<file path="src/rtl/spawn_picker_pkg.sv">
// Shared game constants for the spawn picker: grid defaults, coordinate widths,
// FSM state encoding and the cell payload carried on the occupancy/result bus.
package spawn_picker_pkg;

  localparam int unsigned GRID_W_DEF = 40;
  localparam int unsigned GRID_H_DEF = 30;
  localparam int unsigned X_W        = 6;
  localparam int unsigned Y_W        = 5;
  localparam int unsigned RAND_W     = 12;
  localparam int unsigned TRY_W      = 8;
  localparam int unsigned STATE_W    = 2;

  localparam logic [STATE_W-1:0] ST_IDLE   = 2'd0;
  localparam logic [STATE_W-1:0] ST_SAMPLE = 2'd1;
  localparam logic [STATE_W-1:0] ST_CHECK  = 2'd2;
  localparam logic [STATE_W-1:0] ST_FINISH = 2'd3;

  typedef struct packed {
    logic [X_W-1:0] x;
    logic [Y_W-1:0] y;
  } cell_t;

  // Column in the low bits, row above it; the LFSR's top bit is not used.
  function automatic cell_t rand_to_cell(input logic [X_W+Y_W-1:0] r);
    cell_t c;
    c.x = r[X_W-1:0];
    c.y = r[X_W+Y_W-1:X_W];
    return c;
  endfunction

endpackage

</file>
<file path="src/rtl/spawn_picker_if.sv">
// Request, occupancy-query and result signals between a game controller
// (master) and the spawn picker (slave).
interface spawn_picker_if;
  import spawn_picker_pkg::*;

  logic [RAND_W-1:0] rand_in;
  logic              req;
  logic              occ_rd;
  logic [X_W-1:0]    occ_x;
  logic [Y_W-1:0]    occ_y;
  logic              occ_hit;
  logic              busy;
  logic              done;
  logic              fail;
  logic [X_W-1:0]    pos_x;
  logic [Y_W-1:0]    pos_y;

  modport slave (
    input  rand_in, req, occ_hit,
    output occ_rd, occ_x, occ_y, busy, done, fail, pos_x, pos_y
  );

  modport master (
    output rand_in, req, occ_hit,
    input  occ_rd, occ_x, occ_y, busy, done, fail, pos_x, pos_y
  );
endinterface

</file>
<file path="src/rtl/spawn_picker.sv">
// Picks a random free grid cell: samples the LFSR, rejects off-grid or occupied
// cells, and gives up after MAX_TRIES rejections.
module spawn_picker
  import spawn_picker_pkg::*;
#(
  parameter int unsigned GRID_W    = GRID_W_DEF,
  parameter int unsigned GRID_H    = GRID_H_DEF,
  parameter int unsigned MAX_TRIES = 64
) (
  input  logic           clk,
  input  logic           rst,
  spawn_picker_if.slave  bus
);

  // One extra bit so a full-width grid (64 or 32) still compares correctly.
  localparam logic [X_W:0]       GRID_W_L    = (X_W+1)'(GRID_W);
  localparam logic [Y_W:0]       GRID_H_L    = (Y_W+1)'(GRID_H);
  localparam logic [TRY_W-1:0]   MAX_TRIES_L = TRY_W'(MAX_TRIES);

  logic [STATE_W-1:0] r_state;
  logic [TRY_W-1:0]   r_tries;
  cell_t              r_cand;
  cell_t              r_pos;
  logic               r_fail;
  logic               r_done;
  logic               r_busy;

  logic [STATE_W-1:0] w_state_nxt;
  logic [TRY_W-1:0]   w_tries_nxt;
  cell_t              w_cand_nxt;
  cell_t              w_pos_nxt;
  logic               w_fail_nxt;
  logic               w_done_nxt;

  cell_t              w_sample;
  logic               w_in_range;
  logic [TRY_W-1:0]   w_tries_inc;
  logic               w_exhaust;
  logic               w_unused_msb;

  assign w_sample     = rand_to_cell(bus.rand_in[X_W+Y_W-1:0]);
  assign w_unused_msb = bus.rand_in[RAND_W-1];
  assign w_in_range   = ({1'b0, w_sample.x} < GRID_W_L) && ({1'b0, w_sample.y} < GRID_H_L);
  assign w_tries_inc  = r_tries + TRY_W'(1);
  assign w_exhaust    = (w_tries_inc == MAX_TRIES_L);

  // State and registered outputs.
  always_ff @(posedge clk or negedge rst) begin
    if (!rst) begin
      r_state <= ST_IDLE;
      r_tries <= '0;
      r_cand  <= '0;
      r_pos   <= '0;
      r_fail  <= 1'b0;
      r_done  <= 1'b0;
      r_busy  <= 1'b0;
    end else begin
      r_state <= w_state_nxt;
      r_tries <= w_tries_nxt;
      r_cand  <= w_cand_nxt;
      r_pos   <= w_pos_nxt;
      r_fail  <= w_fail_nxt;
      r_done  <= w_done_nxt;
      r_busy  <= (w_state_nxt != ST_IDLE);
    end
  end

  // Next-state and next-output logic.
  always_comb begin
    w_state_nxt = r_state;
    w_tries_nxt = r_tries;
    w_cand_nxt  = r_cand;
    w_pos_nxt   = r_pos;
    w_fail_nxt  = r_fail;
    w_done_nxt  = 1'b0;

    case (r_state)
      ST_IDLE: begin
        if (bus.req) begin
          w_tries_nxt = '0;
          w_state_nxt = ST_SAMPLE;
        end
      end
      ST_SAMPLE: begin
        if (w_in_range) begin
          w_cand_nxt  = w_sample;
          w_state_nxt = ST_CHECK;
        end else begin
          w_tries_nxt = w_tries_inc;
          if (w_exhaust) begin
            w_fail_nxt  = 1'b1;
            w_state_nxt = ST_FINISH;
          end
        end
      end
      ST_CHECK: begin
        if (bus.occ_hit) begin
          w_tries_nxt = w_tries_inc;
          if (w_exhaust) begin
            w_fail_nxt  = 1'b1;
            w_state_nxt = ST_FINISH;
          end else begin
            w_state_nxt = ST_SAMPLE;
          end
        end else begin
          w_pos_nxt   = r_cand;
          w_fail_nxt  = 1'b0;
          w_state_nxt = ST_FINISH;
        end
      end
      ST_FINISH: begin
        w_done_nxt  = 1'b1;
        w_state_nxt = ST_IDLE;
      end
      default: w_state_nxt = ST_IDLE;
    endcase
  end

  // The query strobe is combinational so the answer arrives in CHECK.
  assign bus.occ_rd = (r_state == ST_SAMPLE) && w_in_range;
  assign bus.occ_x  = w_sample.x;
  assign bus.occ_y  = w_sample.y;

  assign bus.busy  = r_busy;
  assign bus.done  = r_done;
  assign bus.fail  = r_fail;
  assign bus.pos_x = r_pos.x;
  assign bus.pos_y = r_pos.y;

endmodule
</file>
<file path="src/flat_wrapper.sv">
// flat-port wrapper written by rule: the top's interface ports become plain ports
module spawn_picker_flat import spawn_picker_pkg::*;
#(
  parameter int unsigned GRID_W    = GRID_W_DEF,
  parameter int unsigned GRID_H    = GRID_H_DEF,
  parameter int unsigned MAX_TRIES = 64
)
  (clk, rst, bus_rand_in, bus_req, bus_occ_hit, bus_occ_rd, bus_occ_x, bus_occ_y, bus_busy, bus_done, bus_fail, bus_pos_x, bus_pos_y);
  spawn_picker_if bus_i ();
  input  logic clk;
  input  logic rst;
  input wire logic [$bits(bus_i.rand_in)-1:0] bus_rand_in;
  input wire logic [$bits(bus_i.req)-1:0] bus_req;
  input wire logic [$bits(bus_i.occ_hit)-1:0] bus_occ_hit;
  output wire logic [$bits(bus_i.occ_rd)-1:0] bus_occ_rd;
  output wire logic [$bits(bus_i.occ_x)-1:0] bus_occ_x;
  output wire logic [$bits(bus_i.occ_y)-1:0] bus_occ_y;
  output wire logic [$bits(bus_i.busy)-1:0] bus_busy;
  output wire logic [$bits(bus_i.done)-1:0] bus_done;
  output wire logic [$bits(bus_i.fail)-1:0] bus_fail;
  output wire logic [$bits(bus_i.pos_x)-1:0] bus_pos_x;
  output wire logic [$bits(bus_i.pos_y)-1:0] bus_pos_y;
  assign bus_i.rand_in = bus_rand_in;
  assign bus_i.req = bus_req;
  assign bus_i.occ_hit = bus_occ_hit;
  assign bus_occ_rd = bus_i.occ_rd;
  assign bus_occ_x = bus_i.occ_x;
  assign bus_occ_y = bus_i.occ_y;
  assign bus_busy = bus_i.busy;
  assign bus_done = bus_i.done;
  assign bus_fail = bus_i.fail;
  assign bus_pos_x = bus_i.pos_x;
  assign bus_pos_y = bus_i.pos_y;
  spawn_picker #(.GRID_W(GRID_W), .GRID_H(GRID_H), .MAX_TRIES(MAX_TRIES)) u_core (.clk(clk), .rst(rst), .bus(bus_i));
endmodule
</file>
<file path="config.mk">
export PLATFORM = sky130hd
export DESIGN_NAME = spawn_picker_flat
export DESIGN_NICKNAME = d
export VERILOG_FILES = /design/src/rtl/spawn_picker_pkg.sv /design/src/rtl/spawn_picker_if.sv /design/src/rtl/spawn_picker.sv /design/src/flat_wrapper.sv
export SDC_FILE = /design/constraint.sdc
export NUM_CORES = 1
export LEC_CHECK = 0
export CORE_MARGIN = 2
export CORE_UTILIZATION = 40
export DETAILED_ROUTE_END_ITERATION = 10
export HOLD_SLACK_MARGIN = 0.02
export PLACE_DENSITY = 0.73
export SLEW_MARGIN = 20
export SYNTH_ARGS = -nofsm -noshare
export SYNTH_HDL_FRONTEND = slang
export SYNTH_SLANG_ARGS = --single-unit
</file>
<file path="constraint.sdc">
create_clock -name clk -period 4.05 [get_ports clk]
set_clock_uncertainty 0.2 [all_clocks]
set_input_delay 1.0125 -clock clk [delete_from_list [all_inputs] [get_ports clk]]
set_output_delay 1.0125 -clock clk [all_outputs]
set_load 0.02 [all_outputs]
</file>
; ---- Word-level counts from Yosys, hierarchy flattened
; Index checks and enable logic that the tools add are counted.
; W data, S select, Z words.
[classes]
n_addsub = 1
n_mul = 0
n_div = 0
order_cmp = 2
n_eq_ne = 7
shifts = 0
mux = 15
bitwise = 1
reduce_logical = 10
[ops]
columns = operator, n
row1 = $mux W8, 3
row2 = $pmux W8 S3, 1
row3 = $mux W2, 5
row4 = $add A8 B1 Y8 const B, 1
row5 = $eq A8 B7 Y1 const B, 1
row6 = $pmux W2 S4, 1
row7 = $lt A6 B6 Y1 const B, 1
row8 = $ne A2 B2 Y1 const B, 3
row9 = $reduce_and A2 Y1, 3
row10 = $lt A5 B5 Y1 const B, 1
row11 = $eq A2 B2 Y1 const B, 2
row12 = $mux W1, 4
row13 = $reduce_and A4 Y1, 1
row14 = $reduce_bool A2 Y1, 2
row15 = $reduce_bool A3 Y1, 1
row16 = $eq A2 B1 Y1 const B, 1
row17 = $logic_and A1 B1 Y1, 2
row18 = $logic_not A2 Y1, 1
row19 = $pmux W1 S2, 1
row20 = $not A1 Y1, 1
[word_totals]
register_bits = 35
latchBits = 0
ramBits = 0
mem_bits_ro = 0
word_cells = 45
mem_count = 0

; ---- Logic depth before layout (Yosys ltp)
; Gate-level depths: netlist of run 1.
[logic_depth]
word_depth = 6
ltp_mapped = 7
ltp_nobuf = 6

; ---- Worst setup path after synthesis of run 1
; No wires, ideal clock.
[synth_timing]
kind = input to output
startpoint = in bus_rand_in[4]
endpoint = out bus_occ_rd
t_arrival_ns = 1.685
slack_ns = 1.152
cell_stages = 3
n_path_buf = 0
cell_sequence = o21ai_1 nand3_2 inv_1
[synth_between]
elab_chain_len = 3
[synth_rtl]
columns = element, line_no
row1 = "start, declared", flat_wrapper.sv:12  ; input wire logic [$bits(bus_i.rand_in)-1:0] bus_rand_in;
row2 = $lt A6 B6 Y1, spawn_picker.sv:43  ; assign w_in_range = ({1'b0, w_sample.x} < GRID_W_L) && ({1'b0, w_sample.y} < GRID_H_L);
row3 = $logic_and A1 B1 Y1, spawn_picker.sv:43
row4 = $logic_and A1 B1 Y1, spawn_picker.sv:120  ; assign bus.occ_rd = (r_state == ST_SAMPLE) && w_in_range;
row5 = "end, declared", flat_wrapper.sv:15  ; output wire logic [$bits(bus_i.occ_rd)-1:0] bus_occ_rd;
; No other way between the ends.

; ---- Worst setup path after layout of run 1
[layout_timing]
startpoint = in bus_rand_in[9]
endpoint = out bus_occ_rd
[layout_between]
elab_chain_len = 3
[layout_rtl]
columns = element, line_no
row1 = $lt A5 B5 Y1, spawn_picker.sv:43
row2 = $logic_and A1 B1 Y1, spawn_picker.sv:43
row3 = $logic_and A1 B1 Y1, spawn_picker.sv:120
; No other way between the ends.

==> impl_results.md, run 1 <==
* Top cell by count, worst path: clkdlybuf4s50_1
* Leak at 1.00 nW
* Clock root buffer: clkbuf_8
* Max cap viols at 0
* Ys flop type: dfrtp_1
* Worst Hold End: u_core.bus.pos_y[0]
* Vias in the first global route at 1355
* CP top delay family: buffers and inverters
* Ys async rst share at 100%
* Worst R2R Start: u_core.r_state[0]
* Maximum vdd drop at 0.244 mV
* Critical Path Max Stage Delay at 0.54 ns
* Ratio of cells with drive above 1 in the final layout at 12.3%
* H-Tree Level Count at 2
* Hold depth at 2
* Worst endpoint required time at 2.84 ns
* Post-Place Setup Slack at 0.302 ns
* GRT Util Overall at 16.0%
* Router iterations before antenna repair at 4
* Post-synthesis sequential area ratio at 50.9%
* DRC viols at 0
* Fin crit share at 92.6%
* Most frequent cells in the layout: nand2_1 (54), clkdlybuf4s50_1 (40), dfrtp_1 (35)
* Syn. warnings at 0
* CP max-delay cell: clkdlybuf4s50_1
* GP Congestion at 0.853
* First-pass GRT wire length at 6340 um
* Row cnt at 23
* Critical path class: in -> out
* Final worst slack at 0.299 ns
* CP Buf/Inv Count at 3
* Die H at 69.6 um
* Status: complete, no violations
* CP Capture Type: output pin
* Pwr Density at 715 nW/um^2
* R2R Setup Slk at 1.79 ns
* Final slew viol count at 0
* CTS Buffer Depth at 2
* Fmax at 0.267 GHz
* Final min period at 3.75 ns
* # IOs at 42
* Slew @ Worst Pin at 0.651 ns
* Fin Setup TNS at 0 ns
* CTS buffer count at 5
* WL final at 3490 um
* R2R depth at 5
* Sink Count at 35
* Initial antenna violation count at 0
* Final setup fails at 0
* Total gr overflow at 0
* Hold WC Path Type: reg -> reg
* Yosys cell types at 36
* Routed Antenna Nets at 0
* Design Area, Final at 2230 um^2
* CP cell instances: clkdlybuf4s50_1 -> nand4_1 -> nand3_2 -> inv_1 -> clkdlybuf4s50_1
* Hold_buf cts at 0
* Rel. slew slack at 56.5%
* Die W at 69.6 um
* Via count at 1335
* Post-CTS Setup Bufs at 0
* Final core area utilization at 54.9%
* Launch point of the worst hold path: u_core.r_cand[0]
* Routed len/inst at 13.3 um
* Crit start category: input pin
* Worst EP arrival at 2.54 ns
* Number of synthesized flops with an enable pin at 0
* Largest net degree at the start of global routing at 36
* Core Box Area at 4060 um^2
* Post-Syn Instances at 175
* Clk_lat worst skew at 0.28 ns
* Clk slew on worst S/H paths at 0.07 ns
* Drt initial violations at 101
* Area Overhead vs Synth at 29.4%
* Register bit count reported by yosys at 35
* Syn Nets at 196
* ANT cells at 0
* Vias per std cell at 5.10
* Die ar. at 4840 um^2
* Unrepaired setup endpoints after global routing: false
* Maximum fanout along the worst path at 5
* Post-Syn Area at 1720 um^2
* Post-CTS sizing at 0
* Synth Area per Inst at 9.84 um^2
* Initial Util at 42.4%
* CTS tree: built
* I/O Buffers at 40
* Hold Violations, Final at 0
* Final #Nets at 232
* Final HPWL from detailed placement at 2510 um
* Hold_ws at 0.263 ns
* Placed Area at 2110 um^2
* R2r endpoint: u_core.r_tries[6]
* Commonest non-fill, non-tap cell in the layout: nand2_1
==> flip-flops by register name, summed over array words and instances (netlist names) <==
register	count
u_core.r_cand	11
u_core.r_tries	8
u_core.bus.pos_x	6
u_core.bus.pos_y	5
u_core.r_state	2
u_core.bus.busy	1
u_core.bus.done	1
u_core.bus.fail	1
==> power by group <==
part / internal, W / leakage, nW / switching (W)
clock network: 0.000199 / 0.0612 / 0.000124
logic: 0.000321 / 0.498 / 0.000377
registers: 0.000487 / 0.444 / 0.0000846
==> how the worst max path moves through the flow <==
stage | from | end | slack (ns) | depth (start not counted)
floorplan | bus_rand_in[4] | bus_occ_rd | 1.15 | 3
global placement | bus_rand_in[7] | bus_occ_rd | 0.31 | 5
detailed placement | bus_rand_in[7] | bus_occ_rd | 0.30 | 5
CTS | bus_rand_in[7] | bus_occ_rd | 0.30 | 5
global route | bus_rand_in[4] | bus_occ_rd | 0.21 | 5
finish | bus_rand_in[9] | bus_occ_rd | 0.30 | 5
==> routing by layer <==
| layer | global-route usage (%) | wire length (um) | vias up |
|---|---|---|---|
| li1 | - | - | 667 |
| met3 | 3.92 | 182 | 4 |
| met5 | 0 | 0 | - |
| met4 | 5.45 | 32 | 0 |
| met2 | 25.3 | 1610 | 35 |
| met1 | 21.5 | 1670 | 629 |
==> synthesized netlist by cell type, types with 2 or more instances <==
master | count | area share (%)
and2_1 | 3 | 1.1
inv_1 | 3 | 0.65
o21ai_0 | 12 | 3.5
nand2b_1 | 3 | 1.1
nand3_2 | 2 | 1.2
o31ai_1 | 3 | 1.3
o21a_1 | 3 | 1.3
nand3_1 | 2 | 0.58
clkbuf_2 | 2 | 0.58
dfrtp_1 | 35 | 51
o41ai_1 | 2 | 1.0
clkbuf_1 | 2 | 0.44
o21ai_1 | 3 | 0.87
nor2_1 | 2 | 0.44
nor2b_1 | 2 | 0.73
buf_4 | 11 | 4.8
mux2_2 | 7 | 4.6
nand4_1 | 3 | 1.1
ha_1 | 5 | 3.6
nand2_1 | 54 | 12
==> cell type report <==
class	count	area, um^2
Clock inverter	2	35.0
Timing Repair Buffer	45	438
Clock buffer	6	82.6
Multi-Input combinational cell	121	723
Tap cell	50	62.6
Inverter	3	11.3
Fill cell	372	1830
Sequential cell	35	876
==> through the flow <==
step,total power (W),instances
detailed placement,0.00128,254
CTS,0.00161,262
finish,0.00159,262
global route,0.00171,262
floorplan,0.00103,175
global placement,0.00126,254
==> cell families (layout without fill, tap and decap cells) <==
family,after synthesis,in the layout,share of synthesized area (%)
AND/OR/NAND/NOR,75,75,19.5
AO/OA/AOI/OAI,33,33,13.7
multiplexers,8,8,5.16
adder cells (fa/ha/maj),5,5,3.63
buffers and inverters,19,56,7.12
flip-flops,35,35,50.9
==> worst min-delay path, delay by kind of cell, from the launching register on <==
family / cells / cell delay (ns)
flops: 1 / 0.34
simple gates: 2 / 0.09
(Power assumes the default switching activity.)
==> run 2: changes to the inputs <==
Settings changed: SETUP_SLACK_MARGIN from default to 0.5.
==> impl_results.md, run 2 (synthesized netlist as in run 1, its figures left out) <==
* Drt initial violations at 114 (+13%)
* Row cnt at 23 (unchanged)
* Rel. slew slack at 57.0% (+0.53 points)
* Final HPWL from detailed placement at 2510 um (unchanged)
* Final #Nets at 233 (+0.43%)
* H-Tree Level Count at 2 (unchanged)
* Internal power consumption at 0.00101 W (-0.20%)
* DRC viols at 0 (unchanged)
* CTS tree: built
* Seq pwr share at 35.9% (about the same)
* Maximum vdd drop at 0.246 mV (+0.67%)
* Most frequent cells in the layout: nand2_1 (54), clkdlybuf4s50_1 (39), dfrtp_1 (35)
* Worst EP arrival at 2.21 ns (-0.33 ns)
* Initial antenna violation count at 0 (unchanged)
* Via count at 1342 (+0.52%)
* Pwr Density at 711 nW/um^2 (-0.52%)
* Slew @ Worst Pin at 0.643 ns (-0.00787 ns)
* CTS buffer count at 5 (unchanged)
* ANT cells at 0 (unchanged)
* WL final at 3490 um (about the same)
* First-pass GRT wire length at 6350 um (+0.21%)
* Final min period at 3.42 ns (-0.328 ns)
* Routed Antenna Nets at 0 (unchanged)
* Final setup fails at 0 (unchanged)
* Fin Setup TNS at 0 ns (unchanged)
* Area Overhead vs Synth at 30.0%
* # IOs at 42 (unchanged)
* Fin crit share at 84.5% (-8.1 points)
* Final core area utilization at 55.2% (+0.25 points)
* Critical path class: in -> out
* Die W at 69.6 um (unchanged)
* R2R depth at 5 (unchanged)
* Clock power share at 20.4% (about the same)
* Final slew viol count at 0 (unchanged)
* Max cap viols at 0 (unchanged)
* Die ar. at 4840 um^2 (unchanged)
* Psw at 0.000587 W (+0.14%)
* CP cell instances: clkdlybuf4s50_1 -> nand4_1 -> nand3_2 -> inv_1 -> dlygate4sd2_1
* Critical Path Max Stage Delay at 0.52 ns (-0.02 ns)
* Most flops, register: u_core.r_cand
* Maximum fanout along the worst path at 3 (-2)
* Largest net degree at the start of global routing at 36 (unchanged)
* Combinational Power Share at 43.7% (about the same)
* CP max-delay cell: clkdlybuf4s50_1
* Vias in the first global route at 1364 (+0.66%)
* Worst endpoint required time at 2.84 ns (about the same)
* Crit start category: input pin
* Layout filler cell count at 368 (-1.1%)
* Core Box Area at 4060 um^2 (unchanged)
* Ratio of cells with drive above 1 in the final layout at 13.1% (+0.88 points)
* Max reg flops at 11 (unchanged)
* Sw Share at 36.9% (+0.081 points)
* Hold Violations, Final at 0 (unchanged)
* Vias per std cell at 5.10 (+0.14%)
* Clk_lat worst skew at 0.28 ns (about the same)
* Initial Util at 42.4% (unchanged)
* Clock root buffer: clkbuf_8
* I/O Buffers at 40 (unchanged)
* Status: complete, no violations
* Total gr overflow at 0 (unchanged)
* Router iterations before antenna repair at 4 (unchanged)
* GP Congestion at 0.853 (unchanged)
* GRT Util Overall at 16.0% (+0.031 points)
* Hold_buf cts at 0 (unchanged)
* CTS Buffer Depth at 2 (unchanged)
* Die H at 69.6 um (unchanged)
* Total Power at 0.00159 W (about the same)
* Unrepaired setup endpoints after global routing: false
* Hold depth at 2 (unchanged)
* Leak at 1.01 nW (+0.88%)
* CP Capture Type: output pin
* Routed len/inst at 13.3 um (-0.47%)
* Clk slew on worst S/H paths at 0.07 ns (about the same)
* Final worst slack at 0.627 ns (+0.328 ns)
* Hold WC Path Type: reg -> reg
* Post-Place Setup Slack at 0.302 ns (unchanged)
* Commonest non-fill, non-tap cell in the layout: nand2_1
* Sink Count at 35 (unchanged)
* Fmax at 0.292 GHz (+9.6%)
[run 2: worst max-delay path, delay by kind of cell]
| kind | cells | cell delay, ns |
|---|---|---|
| buf+inv | 3 | 0.90 |
| simple gates | 2 | 0.31 |
[run 2: through the flow]
| stage | hold WS, ns | std cells | cell area [um^2] |
|---|---|---|---|
| final | 0.263 | 263 | 2240 |
| after global routing | 0.298 | 263 | 2240 |
| after CTS | 0.268 | 263 | 2230 |
| after detailed placement | 0.250 | 254 | 2110 |
| after global placement | 0.241 | 254 | 2110 |
| after floorplan | 0.233 | 175 | 1720 |
[run 2: timing repair]
item | CTS | global route
resized for setup | 1 | 1
setup endpoints to repair | 1 | 1
pin swaps | 1 | 0
cloned | 0 | 0
buffers inserted | 1 | 0
[run 2: final cells by class]
class,instances,area [um^2],area share (%)
Clock buffer,6,82.6,3.69
Clock inverter,2,35.0,1.57
Inverter,3,11.3,0.503
Multi-Input combinational cell,121,727,32.5
Sequential cell,35,876,39.1
Tap cell,50,62.6,2.79
Timing Repair Buffer,46,444,19.8
[run 2: routing by layer]
layer,vias up,wire (um),GRT usage (%)
met5,-,0,0
met4,0,51,5.45
met3,6,195,3.92
met2,38,1580,25.4
met1,629,1660,21.5
li1,669,-,-
[run 2: final timing paths]
path                       slack, ns         startpoint                  end
max in group asynchronous       2.39                rst  u_core.bus.pos_x[4]
max reg2reg                     1.79  u_core.r_state[0]    u_core.r_tries[6]
max                             0.63     bus_rand_in[9]           bus_occ_rd
min reg2reg                     0.26   u_core.r_cand[0]  u_core.bus.pos_y[0]
min                             0.26   u_core.r_cand[0]  u_core.bus.pos_y[0]
min in group asynchronous       0.94                rst  u_core.bus.pos_y[2]
[run 2: power by group through the flow]
stage | Clock [W] | Sequential (W) | Combinational [W]
final | 0.000324 | 0.000571 | 0.000696
after global routing | 0.000350 | 0.000593 | 0.000769
after CTS | 0.000332 | 0.000572 | 0.000702
after detailed placement | 0 | 0.000578 | 0.000702
after global placement | 0 | 0.000571 | 0.000691
after floorplan | 0 | 0.000633 | 0.000397
==> run 3: changes to the inputs <==
Clock period 4.05 ns to 3.5 ns, I/O delays scaled along.
==> impl_results.md, run 3 (synthesized netlist as in run 1, its figures left out) <==
* Vias per std cell at 5.18 (+1.6%)
* Combinational Power Share at 45.2% (+1.5 points)
* WL final at 3600 um (+3.2%)
* Layout filler cell count at 371 (+0.82%)
* ANT cells at 0 (unchanged)
* # IOs at 42 (unchanged)
* Hold depth at 2 (unchanged)
* Critical path class: in -> out
* Router iterations before antenna repair at 4 (unchanged)
* Max cap viols at 0 (unchanged)
* Placed Area at 2130 um^2 (+0.71%)
* Initial Util at 42.4% (unchanged)
* Maximum vdd drop at 0.214 mV (-13%)
* Final worst slack at 0.571 ns (-0.0561 ns)
* CTS Buffer Depth at 2 (unchanged)
* Slew @ Worst Pin at 0.569 ns (-0.0737 ns)
* H-Tree Level Count at 2 (unchanged)
* Clk slew on worst S/H paths at 0.07 ns (about the same)
* Maximum fanout along the worst path at 3 (unchanged)
* Hold WC Path Type: reg -> reg
* First-pass GRT wire length at 6000 um (-5.6%)
* Crit path launch: bus_rand_in[4]
* Fin Setup TNS at 0 ns (unchanged)
* Die ar. at 4840 um^2 (unchanged)
* Via count at 1379 (+2.8%)
* M3 GR Usage at 5.09% (+1.2 points)
* Final HPWL from detailed placement at 2560 um (+2.0%)
* Ratio of cells with drive above 1 in the final layout at 14.4% (+1.2 points)
* Grt met2 use at 24.7% (-0.75 points)
* Fin crit share at 83.7%
* Row cnt at 23 (unchanged)
* Rel. slew slack at 62.0% (+4.9 points)
* Initial antenna violation count at 0 (unchanged)
* Die H at 69.6 um (unchanged)
* Most frequent cells in the layout: nand2_1 (54), dfrtp_1 (35), clkdlybuf4s50_1 (26)
* Psw at 0.000683 W (+16%)
* DRC viols at 0 (unchanged)
* Sw Share at 38.0% (+1.2 points)
* Fmax at 0.341 GHz
* CP Capture Type: output pin
* Status: complete, no violations
* Pwr Density at 804 nW/um^2 (+13%)
* Post-Place Setup Slack at 0.0729 ns (-0.229 ns)
* Crit start category: input pin
* Finished Layout Cells at 266 (+1.1%)
* Die W at 69.6 um (unchanged)
* Seq pwr share at 36.7% (+0.8 points)
* Worst endpoint required time at 2.42 ns (-0.42 ns)
* GP Congestion at 0.813 (-4.7%)
* Final min period at 2.93 ns
* Clk_lat worst skew at 0.29 ns (about the same)
* Clock root buffer: clkbuf_8
* CTS tree: built
* Total gr overflow at 0 (unchanged)
* GRT busiest layer: met2
* CTS buffer count at 5 (unchanged)
* Clock power share at 18.0% (-2.4 points)
* CP Capture Point: bus_occ_rd
* Design Area, Final at 2230 um^2 (-0.22%)
* Placed Cells at 256 (+0.79%)
* Most flops, register: u_core.r_cand
* Worst EP arrival at 1.85 ns (-0.36 ns)
* Sink Count at 35 (unchanged)
* Largest net degree at the start of global routing at 36 (unchanged)
* Hold_buf cts at 0 (unchanged)
* Routed Antenna Nets at 0 (unchanged)
* R2r endpoint: u_core.r_tries[4]
* Leak at 1.05 nW (+3.4%)
* Vias in the first global route at 1260 (-7.6%)
* R2R depth at 6 (+1)
* Core Box Area at 4060 um^2 (unchanged)
* I/O Buffers at 40 (unchanged)
* Final core area utilization at 55.0% (-0.12 points)
* Final slew viol count at 0 (unchanged)
* Drt initial violations at 44 (-61%)
* Hold Violations, Final at 0 (unchanged)
* Area Overhead vs Synth at 29.7%
* Worst R2R Start: u_core.r_state[0]
* M1 GR Usage at 19.1% (-2.4 points)
* Unrepaired setup endpoints after global routing: false
* GRT Util Overall at 15.4% (-0.60 points)
* Final setup fails at 0 (unchanged)
* R2R Setup Slk at 1.38 ns (-0.41 ns)
* Final #Nets at 236 (+1.3%)
* Routed len/inst at 13.5 um (+2.0%)
* Max reg flops at 11 (unchanged)
* Internal power consumption at 0.00111 W (+11%)
* Commonest non-fill, non-tap cell in the layout: nand2_1
==> run 3: cell count changes in the layout (fill, tap and decap cells not counted), sizes merged <==
| cell | delta |
|---|---|
| buf | +4 |
| bufinv | -1 |
| clkbuf | +2 |
| clkdlybuf4s50 | -13 |
| clkinv | -1 |
| dlygate4sd2 | +10 |
| dlymetal6s2s | +2 |
==> run 3: final cells by class <==
class	instances	area [um^2]	area share, %
sequential	35	876	39.2
timing repair buffer	49	457	20.4
tap	50	62.6	2.80
multi-input combinational	121	727	32.5
inverter	3	11.3	0.504
clock buffer	8	100	4.48
==> run 3: worst max-delay path, stage by stage <==
cell	delay (ns)
clkdlybuf4s50_1	0.46
o21ai_2	0.19
nand3_2	0.11
inv_1	0.09
buf_4	0.14
==> run 3: worst min-delay path by stage <==
stage                      from             endpoint  slack [ns]
2_1_floorplan  u_core.r_cand[8]  u_core.bus.pos_x[3]        0.23
4_1_cts        u_core.r_cand[8]  u_core.bus.pos_x[3]        0.26
3_3_place_gp   u_core.r_cand[8]  u_core.bus.pos_x[3]        0.24
3_5_place_dp   u_core.r_cand[8]  u_core.bus.pos_x[3]        0.24
6_report       u_core.r_cand[3]  u_core.bus.pos_y[3]        0.26
5_1_grt        u_core.r_cand[8]  u_core.bus.pos_x[3]        0.29
==> run 3: stage by stage <==
step | total power, W | hold slack [ns]
floorplan | 0.00119 | 0.233
global placement | 0.00147 | 0.243
detailed placement | 0.00149 | 0.245
CTS | 0.00181 | 0.262
global route | 0.00193 | 0.288
finish | 0.00180 | 0.261
==> run 3: timing repair <==
action,4_1_cts,5_1_grt
pin swaps,0,3
buffers inserted,0,2
endpoints found under the setup margin,12,1
gates resized for setup,14,5
==> run 3: routing by layer <==
metal	vias up	part of all wire, %
met5	-	0
met4	0	1.9
met3	7	6.4
met2	45	46
met1	654	46
li1	673	-
==> run 3: power by group through the flow <==
stage | registers, W | logic (W) | clock network [W]
floorplan | 0.000733 | 0.000459 | 0
global placement | 0.000660 | 0.000808 | 0
detailed placement | 0.000668 | 0.000825 | 0
CTS | 0.000659 | 0.000820 | 0.000333
global route | 0.000680 | 0.000898 | 0.000348
finish | 0.000659 | 0.000812 | 0.000324
